## config.mk

```make
export PLATFORM = sky130hd
export DESIGN_NAME = tpu_mmio_regs
export DESIGN_NICKNAME = d
export VERILOG_FILES = /design/src/rtl/tpu_pkg.sv /design/src/rtl/tpu_mat_regfile.sv /design/src/rtl/tpu_mmio_regs.sv
export SDC_FILE = /design/constraint.sdc
export NUM_CORES = 1
export LEC_CHECK = 0
export CAP_MARGIN = 20
export CELL_PAD_IN_SITES_DETAIL_PLACEMENT = 1
export CELL_PAD_IN_SITES_GLOBAL_PLACEMENT = 1
export CORE_AREA = 2 2 338 340
export CTS_CLUSTER_SIZE = 10
export DETAILED_ROUTE_END_ITERATION = 10
export DIE_AREA = 0 0 340 342
export GPL_TIMING_DRIVEN = 0
export PLACE_DENSITY = 0.77
export SLEW_MARGIN = 20
export SYNTH_ARGS = -nofsm -noshare
export SYNTH_HDL_FRONTEND = slang
export SYNTH_HIERARCHICAL = 1
export SYNTH_SLANG_ARGS = --single-unit
```

## constraint.sdc

```tcl
create_clock -name clk -period 3.82 [get_ports clk]
set_clock_uncertainty 0.05 [all_clocks]
set_input_delay 0.764 -clock clk [delete_from_list [all_inputs] [get_ports clk]]
set_output_delay 0.764 -clock clk [all_outputs]
set_load 0.01 [all_outputs]
```

## src/rtl/tpu_pkg.sv

```systemverilog
// Shared constants for the TPU MMIO block: address map, identity words,
// register bit positions and the control state encoding.
package tpu_pkg;

    localparam logic [15:0] ADDR_ID     = 16'h0000;
    localparam logic [15:0] ADDR_VER    = 16'h0004;
    localparam logic [15:0] ADDR_CTRL   = 16'h0008;
    localparam logic [15:0] ADDR_STATUS = 16'h000C;

    // Matrix windows occupy whole 256-byte pages; the low byte is the element index.
    localparam logic [7:0] PAGE_A = 8'h01;
    localparam logic [7:0] PAGE_B = 8'h02;
    localparam logic [7:0] PAGE_C = 8'h03;

    localparam logic [31:0] ID_VALUE  = 32'h5450_5531;
    localparam logic [31:0] VER_VALUE = 32'h0001_0000;

    localparam int STATUS_BUSY_BIT = 0;
    localparam int STATUS_DONE_BIT = 1;
    localparam int CTRL_START_BIT  = 0;
    localparam int CTRL_CLEAR_BIT  = 1;

    // Encoded as {busy, done}.
    typedef enum logic [1:0] {
        ST_IDLE = 2'b00,
        ST_RUN  = 2'b10,
        ST_DONE = 2'b01
    } state_t;

endpackage

```

## src/rtl/tpu_mat_regfile.sv

```systemverilog
// N*N x W register bank: single indexed write, optional full-bank parallel
// load, combinational indexed read and a flattened view of every element.
module tpu_mat_regfile #(
    parameter int DEPTH = 16,
    parameter int W     = 8,
    parameter int IDX_W = (DEPTH > 1) ? $clog2(DEPTH) : 1
) (
    input  logic                 clk,
    input  logic                 rst,
    input  logic                 wr_en,
    input  logic [IDX_W-1:0]     wr_idx,
    input  logic [W-1:0]         wr_data,
    input  logic                 load_en,
    input  logic [DEPTH*W-1:0]   load_data,
    input  logic [IDX_W-1:0]     rd_idx,
    output logic [W-1:0]         rd_data,
    output logic [DEPTH*W-1:0]   flat
);

    logic [W-1:0] mem_reg [DEPTH];

    // Parallel load has priority; the two ports are never used on the same bank.
    always_ff @(posedge clk) begin
        if (rst) begin
            for (int i = 0; i < DEPTH; i++) begin
                mem_reg[i] <= '0;
            end
        end else if (load_en) begin
            for (int i = 0; i < DEPTH; i++) begin
                mem_reg[i] <= load_data[i*W +: W];
            end
        end else if (wr_en) begin
            mem_reg[wr_idx] <= wr_data;
        end
    end

    always_comb begin
        rd_data = '0;
        if (32'(rd_idx) < 32'(DEPTH)) begin
            rd_data = mem_reg[rd_idx];
        end
    end

    genvar gi;
    generate
        for (gi = 0; gi < DEPTH; gi++) begin : g_flat
            assign flat[gi*W +: W] = mem_reg[gi];
        end
    endgenerate

endmodule

```

## src/rtl/tpu_mmio_regs.sv

```systemverilog
// MMIO responder for the TPU: decodes the register map, holds the A/B operand
// banks, launches the compute core and captures its result into the C bank.
module tpu_mmio_regs
    import tpu_pkg::*;
#(
    parameter int N      = 4,
    parameter int DATA_W = 8,
    parameter int SUM_W  = 32
) (
    input  logic                      clk,
    input  logic                      rst,
    input  logic                      mmio_wr,
    input  logic                      mmio_rd,
    input  logic [15:0]               mmio_addr,
    input  logic [31:0]               mmio_wdata,
    input  logic [3:0]                mmio_wstrb,
    output logic [31:0]               mmio_rdata,
    output logic                      mmio_ready,
    output logic                      core_start,
    output logic [N*N*DATA_W-1:0]     core_a,
    output logic [N*N*DATA_W-1:0]     core_b,
    input  logic                      core_done,
    input  logic [N*N*SUM_W-1:0]      core_c
);

    localparam int DEPTH = N * N;
    localparam int IDX_W = (DEPTH > 1) ? $clog2(DEPTH) : 1;

    state_t state_reg, state_next;
    logic   start_reg;

    logic [7:0]       page;
    logic [7:0]       offset;
    logic [IDX_W-1:0] idx;
    logic             idx_ok;
    logic             busy;
    logic             done_flag;
    logic             ctrl_wr;
    logic             start_req;
    logic             clear_req;
    logic             done_evt;
    logic             a_wr;
    logic             b_wr;
    logic [DATA_W-1:0] a_rd;
    logic [DATA_W-1:0] b_rd;
    logic [SUM_W-1:0]  c_rd;
    logic [DEPTH*SUM_W-1:0] c_bank_unused;
    logic             wdata_unused;

    assign page   = mmio_addr[15:8];
    assign offset = mmio_addr[7:0];
    assign idx    = offset[IDX_W-1:0];
    assign idx_ok = 32'(offset) < 32'(DEPTH);

    assign busy      = (state_reg == ST_RUN);
    assign done_flag = (state_reg == ST_DONE);

    assign ctrl_wr   = mmio_wr && (mmio_addr == ADDR_CTRL) && mmio_wstrb[0];
    assign start_req = ctrl_wr && mmio_wdata[CTRL_START_BIT] && !busy;
    assign clear_req = ctrl_wr && mmio_wdata[CTRL_CLEAR_BIT];
    assign done_evt  = core_done && busy;

    // Operands are frozen while the core is running.
    assign a_wr = mmio_wr && (page == PAGE_A) && idx_ok && mmio_wstrb[0] && !busy;
    assign b_wr = mmio_wr && (page == PAGE_B) && idx_ok && mmio_wstrb[0] && !busy;

    assign mmio_ready   = mmio_wr | mmio_rd;
    assign core_start   = start_reg;
    assign wdata_unused = ^{mmio_wdata, mmio_wstrb[3:1], c_bank_unused};

    always_ff @(posedge clk) begin
        if (rst) begin
            state_reg <= ST_IDLE;
            start_reg <= 1'b0;
        end else begin
            state_reg <= state_next;
            start_reg <= start_req;
        end
    end

    always_comb begin
        state_next = state_reg;
        unique case (state_reg)
            ST_IDLE: if (start_req) state_next = ST_RUN;
            ST_RUN:  if (done_evt)  state_next = ST_DONE;
            ST_DONE: begin
                if (start_req)      state_next = ST_RUN;
                else if (clear_req) state_next = ST_IDLE;
            end
            default: state_next = ST_IDLE;
        endcase
    end

    tpu_mat_regfile #(.DEPTH(DEPTH), .W(DATA_W)) u_bank_a (
        .clk       (clk),
        .rst       (rst),
        .wr_en     (a_wr),
        .wr_idx    (idx),
        .wr_data   (mmio_wdata[DATA_W-1:0]),
        .load_en   (1'b0),
        .load_data ('0),
        .rd_idx    (idx),
        .rd_data   (a_rd),
        .flat      (core_a)
    );

    tpu_mat_regfile #(.DEPTH(DEPTH), .W(DATA_W)) u_bank_b (
        .clk       (clk),
        .rst       (rst),
        .wr_en     (b_wr),
        .wr_idx    (idx),
        .wr_data   (mmio_wdata[DATA_W-1:0]),
        .load_en   (1'b0),
        .load_data ('0),
        .rd_idx    (idx),
        .rd_data   (b_rd),
        .flat      (core_b)
    );

    tpu_mat_regfile #(.DEPTH(DEPTH), .W(SUM_W)) u_bank_c (
        .clk       (clk),
        .rst       (rst),
        .wr_en     (1'b0),
        .wr_idx    ('0),
        .wr_data   ('0),
        .load_en   (done_evt),
        .load_data (core_c),
        .rd_idx    (idx),
        .rd_data   (c_rd),
        .flat      (c_bank_unused)
    );

    // A simultaneous write takes the cycle, so read data stays 0.
    always_comb begin
        mmio_rdata = '0;
        if (mmio_rd && !mmio_wr) begin
            if (mmio_addr == ADDR_ID) begin
                mmio_rdata = ID_VALUE;
            end else if (mmio_addr == ADDR_VER) begin
                mmio_rdata = VER_VALUE;
            end else if (mmio_addr == ADDR_STATUS) begin
                mmio_rdata[STATUS_BUSY_BIT] = busy;
                mmio_rdata[STATUS_DONE_BIT] = done_flag;
            end else if (page == PAGE_A && idx_ok) begin
                mmio_rdata = 32'(a_rd);
            end else if (page == PAGE_B && idx_ok) begin
                mmio_rdata = 32'(b_rd);
            end else if (page == PAGE_C && idx_ok) begin
                mmio_rdata = 32'(c_rd);
            end
        end
    end

endmodule
```

After elaboration in Yosys (flattened, before gate mapping)
Memories as Yosys holds them, arrays and structs flattened.
Index checks and enable logic that the tools add are counted.
- register bits after elaboration: 3
- RAM bits: 768
- input bits: 569
- memories kept: 3
- $lt $le $gt $ge: 1
- equal/unequal tests: 11
- multiplexer cells: 46
- bitwise logic cells: 17
- reductions and logical operators: 25
- memories (name ; words ; width ; rd ports ; clocked after memory_dff ; write ports ; RTL line ; text):
    u_bank_c.mem_reg ; 16 ; 32 ; 1 ; 0 ; 16 ; tpu_mat_regfile.sv:20 ; logic [W-1:0] mem_reg [DEPTH];
    u_bank_a.mem_reg ; 16 ; 8 ; 17 ; 0 ; 16 ; tpu_mat_regfile.sv:20 ;
    u_bank_b.mem_reg ; 16 ; 8 ; 17 ; 0 ; 16 ; tpu_mat_regfile.sv:20 ;
- operators with widths (operator ; count):
    32-bit two-way mux ; 22
    16-bit by 4-bit == test with 1-bit output (second input constant) ; 2
    30-bit two-way mux ; 1
    1-bit logical AND ; 18
    1-bit OR ; 17
    16-bit by 3-bit == test with 1-bit output (second input constant) ; 1
    8-bit by 2-bit == test with 1-bit output (second input constant) ; 2
    16-bit zero test ; 1
    8-bit two-way mux ; 2
    8-bit OR reduction ; 2
    1-bit two-way mux ; 13
    2-bit two-way mux ; 5
    8-bit by 1-bit == test with 1-bit output (second input constant) ; 1
    8-bit by 5-bit < comparator with 1-bit output (second input constant) ; 1
    4-bit two-way mux ; 2
    2-bit one-hot mux with 3 select lines ; 1
    3-bit by 1-bit inequality test with 1-bit output (second input constant) ; 1
    3-bit AND reduction ; 1
    2-bit by 1-bit == test with 1-bit output (second input constant) ; 1
    2-bit == test (second input constant) ; 1
    1-bit zero test ; 2
    2-bit zero test ; 1
    2-bit by 1-bit inequality test with 1-bit output (second input constant) ; 1
    2-bit inequality test (second input constant) ; 1

Longest topological paths before layout
Gate-level depths: netlist (run 1).
- depth in word-level cells: 10
- gate-level depth with buffers: 10
- mapped depth without buffers: 7

Hierarchy
Netlist (run 1), hierarchy kept.
- modules (own cells, without submodules) (module ; instances ; cells an instance ; area each (µm²)):
    tpu_mat_regfile (u_bank_c) ; 1 ; 1704 ; 26661.8
    tpu_mat_regfile (u_bank_a) ; 1 ; 501 ; 6925.4
    tpu_mat_regfile (u_bank_b) ; 1 ; 464 ; 6882.9
    tpu_mmio_regs ; 1 ; 114 ; 763.2

Worst setup path after synthesis (run 1)
No wires, ideal clock.
- kind: input -> register
- start point: input port mmio_addr[11]
- end point: memory u_bank_a.mem_reg[4][0], in the netlist u_bank_a/mem_reg[1][0], enable pin
- setup time: 384 ps
- arrival: 3662 ps
- data required time: 3386 ps
- setup slack: -276 ps
- stages on the path: 10
- path buffers: 3
- cells stage by stage: nor4_4 nand3_2 or3_1 nor3b_1 or4b_1 buf_6 or2_2 clkbuf_2 buf_2 o21ai_0
- RTL lines (what ; RTL line ; text):
    from (decl) ; tpu_mmio_regs.sv:14 ; input logic [15:0] mmio_addr,
    to (decl) ; tpu_mat_regfile.sv:20 ;

Worst setup path after layout (run 1)
- start point: input port mmio_addr[0]
- end point: output port mmio_rdata[0]
- RTL lines (what ; RTL line ; text):
    memory read 16 x 32 bit ; -- ;
    named net c_rd[0] ; tpu_mmio_regs.sv:46 ; logic [SUM_W-1:0] c_rd;
    32-bit two-way mux ; tpu_mmio_regs.sv:148 ; end else if (page == PAGE_C && idx_ok) begin
    32-bit two-way mux ; tpu_mmio_regs.sv:146 ; end else if (page == PAGE_B && idx_ok) begin
    32-bit two-way mux ; tpu_mmio_regs.sv:144 ; end else if (page == PAGE_A && idx_ok) begin
    2-bit two-way mux ; tpu_mmio_regs.sv:141 ; end else if (mmio_addr == ADDR_STATUS) begin
    32-bit two-way mux ; tpu_mmio_regs.sv:139 ; end else if (mmio_addr == ADDR_VER) begin
    32-bit two-way mux ; tpu_mmio_regs.sv:137 ; if (mmio_addr == ADDR_ID) begin
    32-bit two-way mux ; tpu_mmio_regs.sv:136 ; if (mmio_rd && !mmio_wr) begin
    to (decl) ; tpu_mmio_regs.sv:17 ; output logic [31:0] mmio_rdata,
The timed path passes the listed nets, and every way through them passes these cells.

==> results.ini, run 1 <==
[clock_tree]
h-tree-depth=3
cts_tree=done
cts_root_buf=clkbuf_16
clk-insertion-delay-late_ns=0.69
cts_sinks=771
cts-hold-fix-buffers=0
clkTransAtPathRegs_ns=0.06
numCtsBuffers=92
cts_buffer_depth=3

[worst_setup_path]
cp_max_fo=5
cp-end-kind=primary output
crit_type=in2out
start_kind=input pin
rrSetupSlack_ns=0.15
critPathRequiredTime_ns=3.01
r2r_cells=8
worstPathArrival_ns=3.15

[floorplanning]
die_height_um=342
num_io_pins=859
coreArea_um2=113000
fp.dieW_um=340
dieArea_um2=116000
num_rows=124
start_util=0.365

[detailed_routing]
wl_um=196000
viasPerCell=5.79
ant_nets=0
wl_per_cell_um=33.3
drtIter0Drc=3954
firstDrtPassIters=6
drc_errors=0
num_vias=34000

[sta]
final_max_slew_viol_count=0
rsz0062_at_grt=true
layout_min_cycle_time_ns=3.97
max_freq_ghz=0.252
period_share=1.04
finalHoldViolCount=0
setup_viol_count_final=4
setup_ws_ns=-0.146
slew_headroom=0.205
worst_pin_slew_ns=1.19

[layout]
final_cell_mix=clkdlybuf4s50_1, edfxtp_1, conb_1
largest_reg_flops=512
drive_gt1_frac=0.214
fin_nets=4857
finalCoreUtilization=0.517
area.sequential_um2=23100
multi_input_area_um2=19400
area.growth.synth_to_final_pct=41.8
final_common_cell=clkdlybuf4s50_1
nFillCells=11400

[run_status]
violations=setup timing
status=finished, violations left

[power_and_ir_drop]
ir_worst_vdd_uv=314
p_per_area_nw_per_um2=382
totalPowerFinal_w=0.0223
leakagePower_nw=21.0

[grt]
grt_pass1_wl_um=268000
overflow=0
antenna_found_initial=57
grt_use_total=0.328
grt_pass1_vias=35700
grt_start_max_net_pins=25

[synth]
ys_types=56
synth_ff_type=edfxtp_1
synth_area_um2=41200
netlist_instances=2783
yosysSeqAreaShare=0.561
ys_ff_latch=771
synth_edf_count=768
synthArstFlopShare=0
syn_avg_cell_area_um2=14.8
yosys_warnings=6

[min_path]
hold_path_class=reg2reg
holdPathStages=1

[run]
maxCapViolCount=0

[place]
port_buffers=829
gp_congestion=0.994
place_hpwl_um=150000

[routing by layer]
layer  GRT usage  share of wire  vias to the layer above
met5           0         0.0015                        -
met4       0.186          0.062                       46
met3      0.0827           0.10                      525
met2       0.553           0.49                     2223
met1       0.382           0.35                    17200
li1            -              -                    14000
[cell families (layout without fill, tap and decap cells)]
kind of cell,count (synthesis),after routing,synth area share
muxes,484,484,0.189
other,1,543,0.0000909
buffers and inverters,325,1359,0.0346
AOI/OAI and AO/OA,619,619,0.134
DFF,771,771,0.561
and+or+nand+nor,583,583,0.0819
[critical path, cell delays in order]
cell and delay (ns):
buf_16 0.15, clkbuf_16 0.22, buf_16 0.14, mux4_2 0.55
a22oi_2 0.23, nand2_2 0.17, mux4_2 0.53, a41oi_2 0.17
nor2_1 0.05, buf_2 0.16
[worst paths after layout]
| check | startpoint | endpoint |
|---|---|---|
| max | mmio_addr[0] | mmio_rdata[0] |
| min | state_reg[1] | state_reg[1] |
| max reg2reg | state_reg[1] | u_bank_c/mem_reg[2][27] |
| min reg2reg | state_reg[1] | state_reg[1] |
[per-stage QoR]
stage	std cells	setup TNS, ns	instance area (µm²)	worst slack [ns]	hold WS (ns)
floorplan	3300	-2.21	43200	-0.138	0.450
global placement	5641	-1542.21	53400	-3.44	0.468
detailed placement	5670	-957.52	54100	-2.61	0.476
CTS	5844	-0.321	58300	-0.149	0.490
global route	5857	-0.430	58400	-0.166	0.523
finish	5871	-0.231	58500	-0.146	0.502
[layout make-up]
cell class,instances,share of cell area
Timing Repair Buffer,898,0.160
Buffer,318,0.0345
Clock buffer,120,0.0415
Sequential cell,771,0.395
Inverter,3,0.000193
Antenna cell,25,0.00107
Clock inverter,20,0.00330
Multi-Input combinational cell,2204,0.332
Tap cell,1512,0.0324
[cell usage after synthesis (14+ instances only)]
library cell	n	area, µm²
edfxtp_1	768	23100
a32o_1	352	3520
nor2b_1	295	1850
clkbuf_1	249	935
mux2_2	243	2740
mux4_2	193	4350
nand2_1	134	503
a22o_1	96	841
a22oi_1	96	721
mux2_4	45	676
o21ai_0	43	215
buf_2	40	200
nor2_1	33	124
nand2b_1	20	125
and2_1	19	119
a21oi_1	16	80.1
buf_6	14	158
nand3_1	14	70.1
[power breakdown]
group / total [W] / internal (W) / switching [W]
registers: 0.0103 / 0.00999 / 0.000360
clock network: 0.00813 / 0.00450 / 0.00363
logic: 0.00384 / 0.00188 / 0.00197
[what timing repair did]
action | CTS | global route
gates cloned | 5 | 0
setup endpoints to repair | 651 | 197
resized for setup | 341 | 47
pin swaps | 28 | 9
setup buffers | 32 | 3
No activity file was read; power rests on OpenSTA's default activity.
==> run 2, diff against run 1 <==
- ABC_CLOCK_PERIOD_IN_PS: unset -> 3820
==> results of run 2 <==
Final layout, timing and power as in run 1 (identical DEF).
